===== src/rtl/snake_tick_ctrl_if.sv =====
// Button/Start/GameOver/Length inputs and the Step/Dir/Ack/status outputs
// exchanged between the pace controller and its environment.
interface snake_tick_ctrl_if;
  logic       BtnL;
  logic       BtnR;
  logic       BtnU;
  logic       BtnD;
  logic       Start;
  logic       GameOver;
  logic [3:0] Length;
  logic       Step;
  logic [1:0] Dir;
  logic       Ack;
  logic       Running;
  logic       Paused;

  modport master (
    output BtnL, BtnR, BtnU, BtnD, Start, GameOver, Length,
    input  Step, Dir, Ack, Running, Paused
  );

  modport slave (
    input  BtnL, BtnR, BtnU, BtnD, Start, GameOver, Length,
    output Step, Dir, Ack, Running, Paused
  );
endinterface


===== src/rtl/snake_tick_ctrl.sv =====
// Game-pace scheduler: length-dependent Step pulses, one committed direction
// per tick with reversal rejection, start/pause/ack sequencing.
module snake_tick_ctrl #(
  parameter int CNT_W     = 26,
  parameter int TICK_BASE = 25000000,
  parameter int TICK_STEP = 1000000,
  parameter int TICK_MIN  = 5000000
) (
  input logic              Clk,
  input logic              Reset,
  snake_tick_ctrl_if.slave bus
);
  localparam int PW = CNT_W + 4;
  localparam logic [PW-1:0] BASE = PW'(TICK_BASE);
  localparam logic [PW-1:0] PMIN = PW'(TICK_MIN);

  typedef enum logic [1:0] {IDLE, ACK, RUN, PAUSED} state_t;

  state_t          state, next_state;
  logic [4:0]      btn_now, btn_prev, btn_rise;
  logic            start_rise;
  logic [CNT_W-1:0] cnt_q;
  logic [PW-1:0]   per_q, per_calc, dec;
  logic [1:0]      dir_q, pend_q;
  logic            pend_vld;
  logic            req_vld, accept, tick;
  logic [1:0]      req_dir;
  logic            step_d, ack_d, run_d, pause_d;
  logic            step_q, ack_q, run_q, pause_q;

  assign btn_now    = {bus.Start, bus.BtnD, bus.BtnU, bus.BtnR, bus.BtnL};
  assign btn_rise   = btn_now & ~btn_prev;
  assign start_rise = btn_rise[4];

  // Saturating period: never lets BASE - dec wrap below TICK_MIN.
  assign dec      = PW'(bus.Length) * PW'(TICK_STEP);
  assign per_calc = (dec < BASE && (BASE - dec) > PMIN) ? (BASE - dec) : PMIN;

  assign tick = (state == RUN) && !bus.GameOver && !start_rise &&
                ({4'b0, cnt_q} == per_q - PW'(1));

  always_comb begin
    req_vld = 1'b0;
    req_dir = 2'b00;
    if (btn_rise[0])      begin req_vld = 1'b1; req_dir = 2'b00; end
    else if (btn_rise[1]) begin req_vld = 1'b1; req_dir = 2'b01; end
    else if (btn_rise[2]) begin req_vld = 1'b1; req_dir = 2'b10; end
    else if (btn_rise[3]) begin req_vld = 1'b1; req_dir = 2'b11; end
  end

  // Opposite directions differ only in bit 0; check against the committed Dir.
  assign accept = (state == RUN) && req_vld && (req_dir != (dir_q ^ 2'b01));

  always_ff @(posedge Clk or posedge Reset) begin
    if (Reset) state <= IDLE;
    else       state <= next_state;
  end

  always_comb begin
    next_state = state;
    case (state)
      IDLE:    if (start_rise) next_state = ACK;
      ACK:     next_state = bus.GameOver ? IDLE : RUN;
      RUN:     if (bus.GameOver) next_state = IDLE;
               else if (start_rise) next_state = PAUSED;
      PAUSED:  if (bus.GameOver) next_state = IDLE;
               else if (start_rise) next_state = RUN;
      default: next_state = IDLE;
    endcase
  end

  always_comb begin
    step_d  = tick;
    ack_d   = (next_state == ACK);
    run_d   = (next_state == RUN);
    pause_d = (next_state == PAUSED);
  end

  always_ff @(posedge Clk or posedge Reset) begin
    if (Reset) begin
      btn_prev <= '0;
      cnt_q    <= '0;
      per_q    <= BASE;
      dir_q    <= 2'b01;
      pend_q   <= 2'b00;
      pend_vld <= 1'b0;
      step_q   <= 1'b0;
      ack_q    <= 1'b0;
      run_q    <= 1'b0;
      pause_q  <= 1'b0;
    end else begin
      btn_prev <= btn_now;
      step_q   <= step_d;
      ack_q    <= ack_d;
      run_q    <= run_d;
      pause_q  <= pause_d;
      if (state != IDLE && bus.GameOver) begin
        cnt_q    <= '0;
        pend_vld <= 1'b0;
      end else if (state == ACK) begin
        cnt_q    <= '0;
        pend_vld <= 1'b0;
        dir_q    <= 2'b01;
        per_q    <= per_calc;
      end else if (tick) begin
        cnt_q    <= '0;
        per_q    <= per_calc;
        if (pend_vld) dir_q <= pend_q;
        // An edge landing in the wrap cycle belongs to the next tick.
        pend_vld <= accept;
        if (accept) pend_q <= req_dir;
      end else begin
        if (state == RUN && !start_rise) cnt_q <= cnt_q + CNT_W'(1);
        if (accept) begin
          pend_q   <= req_dir;
          pend_vld <= 1'b1;
        end
      end
    end
  end

  assign bus.Step    = step_q;
  assign bus.Dir     = dir_q;
  assign bus.Ack     = ack_q;
  assign bus.Running = run_q;
  assign bus.Paused  = pause_q;
endmodule


===== src/flat_wrapper.sv =====
// flat-port wrapper written by rule: the top's interface ports become plain ports
module snake_tick_ctrl_flat 
#(
  parameter int CNT_W     = 26,
  parameter int TICK_BASE = 25000000,
  parameter int TICK_STEP = 1000000,
  parameter int TICK_MIN  = 5000000
)
  (Clk, Reset, bus_BtnL, bus_BtnR, bus_BtnU, bus_BtnD, bus_Start, bus_GameOver, bus_Length, bus_Step, bus_Dir, bus_Ack, bus_Running, bus_Paused);
  snake_tick_ctrl_if bus_i ();
  input logic Clk;
  input logic Reset;
  input wire logic [$bits(bus_i.BtnL)-1:0] bus_BtnL;
  input wire logic [$bits(bus_i.BtnR)-1:0] bus_BtnR;
  input wire logic [$bits(bus_i.BtnU)-1:0] bus_BtnU;
  input wire logic [$bits(bus_i.BtnD)-1:0] bus_BtnD;
  input wire logic [$bits(bus_i.Start)-1:0] bus_Start;
  input wire logic [$bits(bus_i.GameOver)-1:0] bus_GameOver;
  input wire logic [$bits(bus_i.Length)-1:0] bus_Length;
  output wire logic [$bits(bus_i.Step)-1:0] bus_Step;
  output wire logic [$bits(bus_i.Dir)-1:0] bus_Dir;
  output wire logic [$bits(bus_i.Ack)-1:0] bus_Ack;
  output wire logic [$bits(bus_i.Running)-1:0] bus_Running;
  output wire logic [$bits(bus_i.Paused)-1:0] bus_Paused;
  assign bus_i.BtnL = bus_BtnL;
  assign bus_i.BtnR = bus_BtnR;
  assign bus_i.BtnU = bus_BtnU;
  assign bus_i.BtnD = bus_BtnD;
  assign bus_i.Start = bus_Start;
  assign bus_i.GameOver = bus_GameOver;
  assign bus_i.Length = bus_Length;
  assign bus_Step = bus_i.Step;
  assign bus_Dir = bus_i.Dir;
  assign bus_Ack = bus_i.Ack;
  assign bus_Running = bus_i.Running;
  assign bus_Paused = bus_i.Paused;
  snake_tick_ctrl #(.CNT_W(CNT_W), .TICK_BASE(TICK_BASE), .TICK_STEP(TICK_STEP), .TICK_MIN(TICK_MIN)) u_core (.Clk(Clk), .Reset(Reset), .bus(bus_i));
endmodule

===== config.mk =====
export PLATFORM = sky130hd
export DESIGN_NAME = snake_tick_ctrl_flat
export DESIGN_NICKNAME = d
export VERILOG_FILES = /design/src/rtl/snake_tick_ctrl_if.sv /design/src/rtl/snake_tick_ctrl.sv /design/src/flat_wrapper.sv
export SDC_FILE = /design/constraint.sdc
export NUM_CORES = 1
export LEC_CHECK = 0
export ABC_AREA = 1
export CAP_MARGIN = 20
export CORE_UTILIZATION = 50
export DETAILED_ROUTE_END_ITERATION = 8
export PLACE_DENSITY_LB_ADDON = 0.2
export SYNTH_ARGS = -nofsm -noshare
export SYNTH_HDL_FRONTEND = slang
export SYNTH_SLANG_ARGS = --single-unit

===== constraint.sdc =====
create_clock -name Clk -period 2.45 [get_ports Clk]
set_input_delay 0.6125 -clock Clk [delete_from_list [all_inputs] [get_ports Clk]]
set_output_delay 0.6125 -clock Clk [all_outputs]
set_load 0.01 [all_outputs]

Word level (Yosys, flattened, before mapping)
Cells that the tools add are included.
Widths: inputs -> output; s select.
{ "totals": {"reg_bits": 72, "output_inout_bits": 6} }
{ "op_classes": {"n_addsub": 3, "multipliers": 1, "order_cmp": 2, "n_eq_ne": 8, "muxes": 29, "bitwise_logic": 5, "reduce_logical": 19} }
{ "op_table": {"columns": ["op", "n"], "rows": [
  ["$mux 26", 4],
  ["$mux 30", 3],
  ["$eq 26x30->1", 1],
  ["$gt 30x23->1 const B", 1],
  ["$sub 30x1->30 const B", 1],
  ["$add 26x1->26 const B", 1],
  ["$mux 2", 13],
  ["$sub 25x24->26 const A", 1],
  ["$lt 24x25->1 const B", 1],
  ["$mul 4x14->18 const B", 1],
  ["$eq 2x2->1 const B", 4],
  ["$logic_and 1x1->1", 8],
  ["$mux 1", 8],
  ["$pmux 2 s4", 1],
  ["$reduce_bool 4->1", 2],
  ["$reduce_and 3->1", 2],
  ["$reduce_bool 2->1", 3],
  ["$and 5x5->5", 1],
  ["$not 5->5", 1],
  ["$eq 2x1->1 const B", 2],
  ["$not 1->1", 3],
  ["$logic_not 1->1", 2],
  ["$logic_not 2->1", 1],
  ["$ne 2x2->1", 1],
  ["$reduce_and 2->1", 1]
]} }

Depth between registers and ports, before layout
Gate-level depths: netlist of the first run.
{ "logic_depth": {"depth_word": 12, "mapped_depth": 19, "ltp_nobuf": 18} }

Worst setup path after synthesis of the first run
OpenSTA, ideal clock, no wires.
{ "synth_timing": {"kind": "in2reg", "start": "input port bus_Length[1]", "end": "register u_core.per_q[15]", "arrival_ns": 3.241, "t_required_ns": 2.332, "slack_ns": -0.909, "path_stages": 14, "path_cell_list": "fa_1 -> inv_1 -> fa_1 -> inv_1 -> ha_1 -> a21oi_1 -> nand2_1 -> xor2_1 -> and2_1 -> nand2_1 -> nor2_1 -> nand4_2 -> nand3_1 -> o21ai_2"} }
{ "synth_via": {"elab_chain_len": 7} }
{ "synth_rtl": {"columns": ["item", "line_no", "source"], "rows": [
  ["start: declaration", "flat_wrapper.sv:19", "input wire logic [$bits(bus_i.Length)-1:0] bus_Length;"],
  ["$mul 4x14->18 *", "snake_tick_ctrl.sv:36", "assign dec = PW'(bus.Length) * PW'(TICK_STEP);"],
  ["$sub 25x24->26", "snake_tick_ctrl.sv:37", "assign per_calc = (dec < BASE && (BASE - dec) > PMIN) ? (BASE - dec) : PMIN;"],
  ["$gt 30x23->1", "snake_tick_ctrl.sv:37", null],
  ["$logic_and 1x1->1", "snake_tick_ctrl.sv:37", null],
  ["$mux 30 *", "snake_tick_ctrl.sv:37", null],
  ["$mux 30", "snake_tick_ctrl.sv:105", "end else if (tick) begin"],
  ["$mux 30 *", "snake_tick_ctrl.sv:100", "end else if (state == ACK) begin"],
  ["end signal: assignment", "snake_tick_ctrl.sv:104", "per_q <= per_calc;"],
  ["end signal: assignment", "snake_tick_ctrl.sv:107", "per_q <= per_calc;"],
  ["end: declaration", "snake_tick_ctrl.sv:23", "logic [PW-1:0] per_q, per_calc, dec;"]
]} }
Every way passes the cells marked *; elsewhere a longest branch is shown, timed or not. The select of a mux whose other input is x is not followed.
A chain may end at the register's enable or synchronous reset.

Worst setup path in the final report of the first run
{ "layout_timing": {"start": "input port bus_Length[3]", "end": "register u_core.per_q[18]"} }
Same word-level chain as after synthesis.

==> run summary, run 1 <==
status: finished with violations
failing checks: negative setup slack
reg-to-reg endpoint: u_core.per_q[18]
Slew Limit Fails: 0
P_leak: 2.92 nW
Slew headroom: 0.667
fillers: 667
die area: 9330 sq um
routability cong.: 0.846
clk sinks: 61
vias per std cell: 5.10
dpl hpwl: 8.05 mm
CTS clock-pin slew for the worst setup and hold paths: 0.08 ns
hold depth: 2
DR pass1 iterations: 4
endpoint class of the critical path: flip-flop
Hold Path Sink: u_core.bus.Dir[0]
slowest stage delay, CP: 0.56 ns
cell row count: 34
critical path class: input pin to flip-flop
Yosys top cell area share: 0.269
Mapped Cells: 601
die width: 96.6 microns
CP max-delay cell: fa_1
syn avg cell area: 7.44 sq um
crit-path cells: buf_6 > fa_1 > inv_1 > fa_1 > inv_2 > ha_4 > a21oi_4 > nand2_2 > xor2_2 > and2_4 > nand2_4 > nor2_4 > nand4_4 > nand2_1 > nand3_1 > nand2_1
slew of the pin with the lowest slew margin: 0.499 ns
min-delay src: u_core.bus.Dir[0]
data arrival time of the critical path: 3.44 ns
largest net degree at the start of global routing: 32
synthesized flop and latch total: 61
Post-CTS Hold Fix Bufs: 0
syn_nets: 637
distinct cell type count after synthesis: 37
fin crit share: 1.29
endpoints failing hold: 0
final core utilization: 0.706
Hold/Removal Path Class: flip-flop to flip-flop
largest cells by area after synthesis: dfrtp_1 27%, nand2_1 14%, xor2_1 8.8%, dfstp_2 7.6%, nor2_1 6.9%
Seq/Total Area, Yosys: 0.345
Clock Tree Root: clkbuf_8
Initial Util: 0.515
clk buf depth: 2
maxcap violations: 0
Residual DRC: 0
hold slack: 0.501 ns
Final setup viols: 42
Total Nets Final: 744
initial antenna violation count: 0
Tmin final: 3.16 ns
layout cells sized above 1: 0.311
DIE HEIGHT: 96.6 microns
cells on worst reg2reg path: 18
Final Power: 5.66 mW
TritonCTS Buffers: 9
Antenna Nets Post-Route: 0
commonest non-fill, non-tap cell in the layout: nand2_1
total gr overflow: 0
CP Launch Type: input pin
commonest non-fill, non-tap cells in the layout: 149 x nand2_1, 69 x inv_1, 69 x buf_4, 54 x nor2_1, 48 x dfrtp_1
Main synth FF type: dfrtp_1
Iter 0 DRT Violations: 174
setup ws final: -0.714 ns
Area Growth Syn to Fin: 37.0%
PortBufs: 17
CTS H-tree depth: 3
RSZ-0062 raised after global routing: true
core area: 8680 sq um
worst endpoint required time: 2.73 ns
global-route wire length before repair: 18.5 mm
power density over the cells: 923 nW/um^2
synthesis warning total: 0
clock latency on the worst-skew pair: 0.35 ns
vias in the first global route: 4038
Post-Route WL: 11.8 mm
# diodes: 0
async set-reset flop share out of synthesis: 1.00
DR vias: 4183
FF-to-FF setup slack: -0.11 ns
Reg2Reg Launch Point: u_core.per_q[6]
EDFF count, synth: 0
routed length per instance: 14.4 microns
TritonCTS clock tree: done
crit path max fanout: 5
Worst Skew: 0.0128 ns
FMAX: 0.316 GHz
Netlist Area Pre-Place: 4470 sq um
area leader, netlist: dfrtp_1
peak supply drop: 0.619 mV
GRT Total Usage: 0.263
I/O pin total: 18
[critical path: cells and delay by family]
kind / cells / cell delay, ns
adder cells (fa/ha/maj): 3 / 1.29
XOR/XNOR: 1 / 0.20
AND/OR/NAND/NOR: 8 / 0.99
buffers and inverters: 3 / 0.21
AO/OA/AOI/OAI: 1 / 0.16
[kinds of logic after synthesis]
kind of cell,share of synthesized area
buf+inv,0.0738
xor+xnor,0.112
flops,0.345
simple gates,0.347
fa+ha+maj,0.0755
compound gates,0.0467
[worst max path at each step]
stage                  startpoint                to  slack, ns  cells past startpoint
CTS                 bus_Length[2]  u_core.per_q[23]      -0.62                     15
finish              bus_Length[3]  u_core.per_q[18]      -0.71                     16
global placement    bus_Length[1]  u_core.per_q[21]      -1.29                     14
floorplan           bus_Length[3]  u_core.per_q[14]      -0.68                     15
detailed placement  bus_Length[1]  u_core.per_q[21]      -1.37                     14
global route        bus_Length[3]  u_core.per_q[18]      -0.80                     16
[stage by stage]
stage / instance area (sq um) / instances / setup TNS [ns] / worst slack [ns]
after floorplan: 4580 / 601 / -7.84 / -0.681
after global placement: 5310 / 781 / -23.32 / -1.29
after detailed placement: 5310 / 781 / -25.75 / -1.37
after CTS: 5820 / 813 / -7.01 / -0.623
after global routing: 6130 / 821 / -14.19 / -0.805
final: 6130 / 821 / -7.98 / -0.714
[area by class of cell]
type | count | area [sq um] | share of cell area
clock buffer | 9 | 124 | 0.0202
clock inverter | 7 | 78.8 | 0.0129
inverter | 74 | 284 | 0.0464
multi-input combinational | 462 | 3040 | 0.496
sequential | 61 | 1540 | 0.252
tap | 108 | 135 | 0.0221
timing repair buffer | 100 | 922 | 0.151
[per-layer routing]
metal  GRT usage  vias up  wire length (microns)
li1            -     2114                      -
met1       0.328     1967                   5060
met2       0.458       82                   6110
met3      0.0376       20                    402
met4       0.103        0                    267
met5           0        -                      0
[what timing repair did]
action | 4_1_cts | 5_1_grt
buffers inserted | 14 | 6
pin swaps | 29 | 29
cloned | 2 | 3
setup endpoints to repair | 21 | 48
resized for setup | 50 | 56
[where the power goes]
part / leakage [nW] / internal [mW] / switching [mW] / total (mW)
Sequential: 0.777 / 1.31 / 0.290 / 1.60
Combinational: 2.04 / 1.38 / 1.74 / 3.12
Clock: 0.105 / 0.482 / 0.457 / 0.939
Total: 2.92 / 3.17 / 2.48 / 5.66
[sequential cells by signal, summed over array words and instances, names as in the netlist]
| signal | count |
|---|---|
| u_core.btn_prev | 5 |
| u_core.bus.Paused | 1 |
| u_core.per_q | 19 |
| u_core.pend_q | 2 |
| u_core.pend_vld | 1 |
| u_core.cnt_q | 26 |
| u_core.bus.Dir | 2 |
| u_core.bus.Step | 1 |
| u_core.state | 2 |
| u_core.bus.Running | 1 |
| u_core.bus.Ack | 1 |
[cell usage after synthesis (12+ instances only)]
cell,instances
inv_1,74
nor2_1,82
nand3_1,48
dfrtp_1,48
o21ai_2,13
xor2_1,45
nor3_1,13
xnor2_1,12
nand2_1,161
ha_1,19
nand4_1,17
dfstp_2,13
No activity file was read; power rests on OpenSTA's default activity.
==> run 2: changes to the inputs <==
--- a/config.mk
+++ b/config.mk
@@ -6,6 +6,7 @@
 export NUM_CORES = 1
 export LEC_CHECK = 0
 export ABC_AREA = 1
+export ABC_CLOCK_PERIOD_IN_PS = 2450
 export CAP_MARGIN = 20
 export CORE_UTILIZATION = 50
 export DETAILED_ROUTE_END_ITERATION = 8
==> constraint.sdc (replaced) <==
create_clock -name Clk -period 2.45 [get_ports Clk]
set_input_delay 0.49 -clock Clk [delete_from_list [all_inputs] [get_ports Clk]]
set_output_delay 0.49 -clock Clk [all_outputs]
set_load 0.01 [all_outputs]
==> run 2 against run 1 <==
Net effect: the run still ends with negative setup slack left; non-clock buffer count is 1 lower; combinational power hardly changed; total power hardly changed; critical path type unchanged; largest power group unchanged; maximum frequency is 8.3% higher; global-route usage is 0.18 points higher; cell area stayed put.
==> run summary, run 2 (synthesis results as in run 1) <==
clk sinks: 61
Residual DRC: 0
maxcap violations: 0
Worst Skew: 0.0117 ns
DR vias: 4250
TritonCTS Buffers: 9
data arrival time of the critical path: 3.21 ns
die width: 96.6 microns
routability cong.: 0.838
I/O pin total: 18
CP max-delay cell: fa_1
Post-Route WL: 11.9 mm
cells on worst reg2reg path: 18
vias in the first global route: 4115
worst endpoint required time: 2.74 ns
DIE HEIGHT: 96.6 microns
Worst path depth: 18
fin crit share: 1.19
dpl hpwl: 8.23 mm
initial antenna violation count: 0
crit-path cells: buf_6 > fa_1 > inv_1 > fa_1 > inv_2 > ha_4 > nand3_1 > nand2_2 > buf_4 > nand2_1 > nand2_1 > nand2_1 > a21o_1 > nand2_4 > nand4_4 > nand3_2 > nand3_2 > nand2_1
Antenna Nets Post-Route: 0
fillers: 649
cell area after layout: 6130 sq um
Final setup viols: 45
Most Frequent Cell on Critical Path: nand2_1
FMAX: 0.342 GHz
PortBufs: 17
P_leak: 2.91 nW
pre-CTS setup slack: -1.30 ns
Slew headroom: 0.599
Total Nets Final: 743
TritonCTS clock tree: done
clk buf depth: 2
Reg2Reg Launch Point: u_core.per_q[6]
commonest non-fill, non-tap cell in the layout: nand2_1
CTS H-tree depth: 3
peak supply drop: 0.547 mV
largest net degree at the start of global routing: 33
commonest non-fill, non-tap cells in the layout: 151 x nand2_1, 69 x inv_1, 64 x buf_4, 54 x nor2_1, 48 x dfrtp_1
placed cell areas: 5310 sq um
# diodes: 0
failing checks: negative setup slack
crit path launch: bus_Length[3]
Slew Limit Fails: 0
FF-to-FF setup slack: -0.11 ns
critical path class: input pin to flip-flop
crit path max fanout: 5
Setup crit end: u_core.per_q[14]
CTS clock-pin slew for the worst setup and hold paths: 0.08 ns
Hold/Removal Path Class: flip-flop to flip-flop
total gr overflow: 0
slew of the pin with the lowest slew margin: 0.601 ns
largest registers: u_core.cnt_q x26, u_core.per_q x19, u_core.btn_prev x5
placed instance count: 781
post-route setup TNS: -6.68 ns
global-route wire length before repair: 18.7 mm
Layout Cells excl Fill: 820
Tmin final: 2.92 ns
status: finished with violations
Final Power: 5.66 mW
delay-heaviest family, CP: adder cells
endpoints failing hold: 0
clock latency on the worst-skew pair: 0.35 ns
power density over the cells: 924 nW/um^2
Biggest register: u_core.cnt_q
CP Launch Type: input pin
max reg flops: 26
die area: 9330 sq um
reg-to-reg endpoint: u_core.per_q[18]
cell row count: 34
GRT Total Usage: 0.265
Initial Util: 0.515
routed length per instance: 14.5 microns
Area Growth Syn to Fin: 37.0%
slowest stage delay, CP: 0.54 ns
endpoint class of the critical path: flip-flop
setup ws final: -0.471 ns
RSZ-0062 raised after global routing: true
buffer and inverter count on the worst path: 4
vias per std cell: 5.18
core area: 8680 sq um
Iter 0 DRT Violations: 152
DR pass1 iterations: 5
layout cells sized above 1: 0.310
Clock Tree Root: clkbuf_8
run 2: layer usage:
layer,up-vias,global-route usage,routed length [microns]
li1,2111,-,-
met1,2027,0.321,5160
met2,83,0.462,6020
met3,29,0.0423,313
met4,0,0.119,375
met5,-,0,0
run 2: power breakdown:
group	total [mW]	switching [mW]	internal, mW
Combinational	3.13	1.73	1.40
Sequential	1.59	0.277	1.31
Clock	0.941	0.439	0.502
run 2: what timing repair did:
action,in CTS,in global routing
buffers inserted,13,9
setup endpoints to repair,24,47
resized for setup,44,61
hold buffers,0,0
cloned,1,4
pin swaps,25,29
run 2: worst min path at each step:
stage,startpoint,endpoint,slack (ns),cells after the start
2_1_floorplan,u_core.pend_q[1],u_core.pend_q[1],0.45,2
3_3_place_gp,u_core.bus.Dir[0],u_core.bus.Dir[0],0.48,2
3_5_place_dp,u_core.bus.Dir[0],u_core.bus.Dir[0],0.48,2
4_1_cts,u_core.bus.Dir[0],u_core.bus.Dir[0],0.49,2
5_1_grt,u_core.bus.Dir[0],u_core.bus.Dir[0],0.51,2
6_report,u_core.bus.Dir[0],u_core.bus.Dir[0],0.49,2
run 2: worst reg2reg max path: cells and delay by family, from the launching register on:
family / cells / cell delay (ns)
adder cells (fa/ha/maj): 1 / 0.26
flip-flops: 1 / 0.54
AND/OR/NAND/NOR: 15 / 1.52
buffers and inverters: 2 / 0.17
run 2: through the flow:
stage	utilization	hold slack, ns
detailed placement	0.612	0.484
finish	0.706	0.494
floorplan	-	0.453
global route	0.706	0.508
global placement	0.612	0.484
CTS	0.665	0.494
run 2: cell type report:
| type | instances | area (sq um) | area share |
|---|---|---|---|
| clock buffer | 10 | 138 | 0.0225 |
| clock inverter | 6 | 70.1 | 0.0114 |
| inverter | 74 | 284 | 0.0464 |
| multi-input combinational | 462 | 3030 | 0.494 |
| sequential | 61 | 1540 | 0.252 |
| tap | 108 | 135 | 0.0221 |
| timing repair buffer | 99 | 930 | 0.152 |
==> patch 1 (config.mk and constraints of run 1) <==
`CNT_W` is set to 26 in 2 places; all go to 13.
--- a/src/rtl/snake_tick_ctrl.sv
+++ b/src/rtl/snake_tick_ctrl.sv
@@ -1,7 +1,7 @@
 // Game-pace scheduler: length-dependent Step pulses, one committed direction
 // per tick with reversal rejection, start/pause/ack sequencing.
 module snake_tick_ctrl #(
-  parameter int CNT_W     = 26,
+  parameter int CNT_W     = 13,
   parameter int TICK_BASE = 25000000,
   parameter int TICK_STEP = 1000000,
   parameter int TICK_MIN  = 5000000
--- a/src/flat_wrapper.sv
+++ b/src/flat_wrapper.sv
@@ -1,7 +1,7 @@
 // flat-port wrapper written by rule: the top's interface ports become plain ports
 module snake_tick_ctrl_flat 
 #(
-  parameter int CNT_W     = 26,
+  parameter int CNT_W     = 13,
   parameter int TICK_BASE = 25000000,
   parameter int TICK_STEP = 1000000,
   parameter int TICK_MIN  = 5000000
Function: same outputs for any inputs over 10 cycles, from zero or initial values and one cycle with Reset high; that may be too few to reach the edited logic, so the function may still have changed.
==> patch 1 against run 1 <==
  * Sequential share of layout area rose by 4.9 points
  * Clock skew down 3.8 ps
  * Synthesized cell count decreased by 35%
  * Cell area is 45% lower
  * Sequential cell count decreased by 21
  * Routed wire length is 50% lower
  * Setup slack better by 870 ps
  * Global-route usage decreased by 3.9 points
  * Hold slack got worse by 22 ps
  * Synthesized area fell by 39%
  * Total power is 46% lower
  * Die area fell by 38%
==> patch 1: results (changes against run 1) <==
[metrics] fraction of the mapped netlist area in adder cells: 0.0365 (was 0.0755)
[metrics] Avg Cell Area, Syn: 7.06 sq um (was 7.44 sq um)
[metrics] routing usage on met3: 0.0395 (was 0.0376)
[metrics] CP Launch Point: bus_Length[2] (was bus_Length[3])
[metrics] DRT met1 WL: 2750 microns (was 5060 microns)
[metrics] Cell Count Post-Placement: 495 (was 781)
[metrics] Fin Clk Skew: 9.00 ps (was 12.8 ps)
[metrics] power density normalized to cell area: 918 nW/um^2 (was 923 nW/um^2)
[metrics] first-pass GRT wire length: 10600 microns (was 18500 microns)
[metrics] pin count of the biggest net entering global routing: 41 (was 32)
[metrics] share of layout cells above drive strength 1: 0.198 (was 0.311)
[metrics] Clk. pwr: 576 uW (was 939 uW)
[metrics] depth of the worst register-to-register path: 14 (was 18)
[metrics] Synth Area in Compound Gates: 0.0777 (was 0.0467)
[metrics] global-route track usage on met2: 0.409 (was 0.458)
[metrics] worst voltage drop across the vdd grid: 0.531 mV (was 0.619 mV)
[metrics] standard cell area after detailed placement: 3150 sq um (was 5310 sq um)
[metrics] Post-Layout Cell Count: 504 (was 821)
[metrics] crit path DAT: 2480 ps (was 3440 ps)
[metrics] sequential element share of the synthesized area: 0.369 (was 0.345)
[metrics] iteration-0 DRC count of the detailed router: 134 (was 174)
[metrics] most numerous cell types in the synthesized netlist: sky130_fd_sc_hd__nand2_1 (106), sky130_fd_sc_hd__inv_1 (55), sky130_fd_sc_hd__nor2_1 (44), sky130_fd_sc_hd__dfrtp_1 (33), sky130_fd_sc_hd__nand3_1 (33) (was sky130_fd_sc_hd__nand2_1 (161), sky130_fd_sc_hd__nor2_1 (82), sky130_fd_sc_hd__inv_1 (74), sky130_fd_sc_hd__dfrtp_1 (48), sky130_fd_sc_hd__nand3_1 (48))
[metrics] met1 Track Usage GR: 0.275 (was 0.328)
[metrics] Worst Hold End: u_core.pend_vld$_DFFE_PP0P_ (was u_core.bus.Dir[0]$_DFFE_PP1P_)
[metrics] capture instance of the worst register-to-register path: u_core.per_q[9]$_DFFE_PP0P_ (was u_core.per_q[18]$_DFFE_PP1P_)
[metrics] capture point of the worst path: u_core.per_q[15]$_DFFE_PP0P_ (was u_core.per_q[18]$_DFFE_PP1P_)
[metrics] RD Place Congestion: 0.883 (was 0.846)
[metrics] R2R Setup Slk: 210 ps (was -110 ps)
[metrics] outcome: complete, no violations (was finished, violations left)
## patch 1: changes by cell type after synthesis, sizes merged, moves of 5 or more
| cell | run 1 | this run |
|---|---|---|
| dfstp | 13 | 7 |
| nor2 | 90 | 50 |
| dfrtp | 48 | 33 |
| or2 | 7 | 1 |
| fa | 5 | 0 |
| nand3 | 50 | 35 |
| nand2 | 164 | 111 |
| xor2 | 45 | 9 |
| ha | 19 | 8 |
| xnor2 | 12 | 6 |
| inv | 74 | 60 |
## patch 1: stage by stage
step | utilization | worst slack (ps) | hold WS, ps
after global placement | 0.605 | -343 | 452
after CTS | 0.634 | 3.54 | 489
after floorplan | - | 6.33 | 434
after global routing | 0.644 | -0.496 | 517
after detailed placement | 0.605 | -446 | 457
final | 0.644 | 154 | 479
## patch 1: worst max-delay path, cell delays in order
cell and delay, ps:
sky130_fd_sc_hd__clkdlybuf4s50_1 640, sky130_fd_sc_hd__inv_1 110, sky130_fd_sc_hd__ha_2 220, sky130_fd_sc_hd__xnor2_1 170, sky130_fd_sc_hd__buf_4 140, sky130_fd_sc_hd__nand4_1 90, sky130_fd_sc_hd__nor2_1 120, sky130_fd_sc_hd__a21oi_2 80
sky130_fd_sc_hd__buf_4 140, sky130_fd_sc_hd__nand3_1 90, sky130_fd_sc_hd__o21ai_2 60
## patch 1: layout make-up
cell class	count	area (sq um)	area share
inverter	61	229	0.0683
clock inverter	2	38.8	0.0116
multi-input combinational	283	1540	0.460
timing repair buffer	42	362	0.108
sequential	40	1010	0.301
clock buffer	6	82.6	0.0246
tap	70	87.6	0.0261
## patch 1: repair_timing
item                                    CTS  global route
endpoints found under the setup margin    8             8
gates cloned                              0             0
buffers inserted                          0             1
resized for setup                         9            14
endpoints found under the hold margin     0             0
pin swaps                                 2             6
==> patch 2 (settings of run 1) <==
Made on the original files. The 4 states of `state_t` get a one-hot encoding in 4 bits.
--- a/src/rtl/snake_tick_ctrl.sv
+++ b/src/rtl/snake_tick_ctrl.sv
@@ -14,7 +14,7 @@
   localparam logic [PW-1:0] BASE = PW'(TICK_BASE);
   localparam logic [PW-1:0] PMIN = PW'(TICK_MIN);
 
-  typedef enum logic [1:0] {IDLE, ACK, RUN, PAUSED} state_t;
+  typedef enum logic [3:0] {IDLE = 4'b0001, ACK = 4'b0010, RUN = 4'b0100, PAUSED = 4'b1000} state_t;
 
   state_t          state, next_state;
   logic [4:0]      btn_now, btn_prev, btn_rise;
Behaviour: same outputs for any inputs over 10 cycles, from zero or initial values and one cycle with Reset high; not proved beyond that.
==> patch 2 against run 1 <==
  * The run still ends with setup timing left
  * Largest cell class unchanged
  * Total power is 12% lower
  * Sequential cell count up 2
  * Count of clock-buffer cells in the layout unchanged
  * Cell count grew 7.9%
  * Synthesized cell count up 9.3%
  * Setup slack improved by 59 ps
  * Routed wire length shrank 0.17%
  * Cell area rose by 1.8%
  * Synthesized area increased by 6.1%
  * Largest power group unchanged
==> patch 2: results (changes against run 1) <==
[metrics] pin count of the biggest net entering global routing: 64 (was 32)
[metrics] outcome: finished, violations left (unchanged)
[metrics] crit path DAT: 3390 ps (was 3440 ps)
[metrics] worst-case setup slack after placement: -1400 ps (was -1370 ps)
[metrics] number of vias after detailed routing: 4577 (was 4183)
[metrics] fraction of synthesized cell area in xor and xnor cells: 0.0923 (was 0.112)
[metrics] Worst Max-Slew Pin Slew: 806 ps (was 499 ps)
[metrics] met2 wire length: 5910 microns (was 6110 microns)
[metrics] number of setup buffers added after CTS: 11 (was 14)
[metrics] setup-violating endpoint count in the final report: 42 (unchanged)
[metrics] standard cell area after detailed placement: 5590 sq um (was 5310 sq um)
[metrics] RD Place Congestion: 0.843 (was 0.846)
[metrics] final setup slack of the worst path: -654 ps (was -714 ps)
[metrics] global routing usage summed across all routing layers: 0.261 (was 0.263)
[metrics] failing checks: setup timing (unchanged)
[metrics] routing usage on met3: 0.0309 (was 0.0376)
[metrics] Fin Clk Skew: 13.2 ps (was 12.8 ps)
[metrics] Power Internal: 2850 uW (was 3170 uW)
[metrics] capture point of the worst path: u_core.per_q[6]$_DFFE_PP1P_ (was u_core.per_q[18]$_DFFE_PP1P_)
[metrics] sequential element share of the synthesized area: 0.336 (was 0.345)
[metrics] multiplexer share of the synthesized area: 0.00211 (was 0)
[metrics] fillcell total: 774 (was 667)
[metrics] DRT Wirelength: 11800 microns (about the same)
[metrics] worst voltage drop across the vdd grid: 0.518 mV (was 0.619 mV)
[metrics] first-pass GRT wire length: 20500 microns (was 18500 microns)
patch 2: worst max-delay path: cells and delay by family:
family	cells	cell delay, ps
XOR/XNOR	1	190
buffers and inverters	4	390
adder cells (fa/ha/maj)	3	1340
AND/OR/NAND/NOR	6	640
AO/OA/AOI/OAI	2	220
patch 2: layout make-up:
class | instances | area (sq um) | share of cell area
inverter | 92 | 354 | 0.0568
tap | 111 | 139 | 0.0223
sequential | 63 | 1600 | 0.256
multi-input combinational | 495 | 2990 | 0.479
clock buffer | 9 | 124 | 0.0199
timing repair buffer | 109 | 983 | 0.158
clock inverter | 7 | 50.0 | 0.00803
patch 2: power by group through the flow:
stage	logic [uW]	clock network, uW	registers [uW]
2_1_floorplan	1570	0	1510
3_3_place_gp	2100	0	1560
3_5_place_dp	2170	0	1570
4_1_cts	2510	829	1560
5_1_grt	2920	863	1600
6_report	2600	803	1580
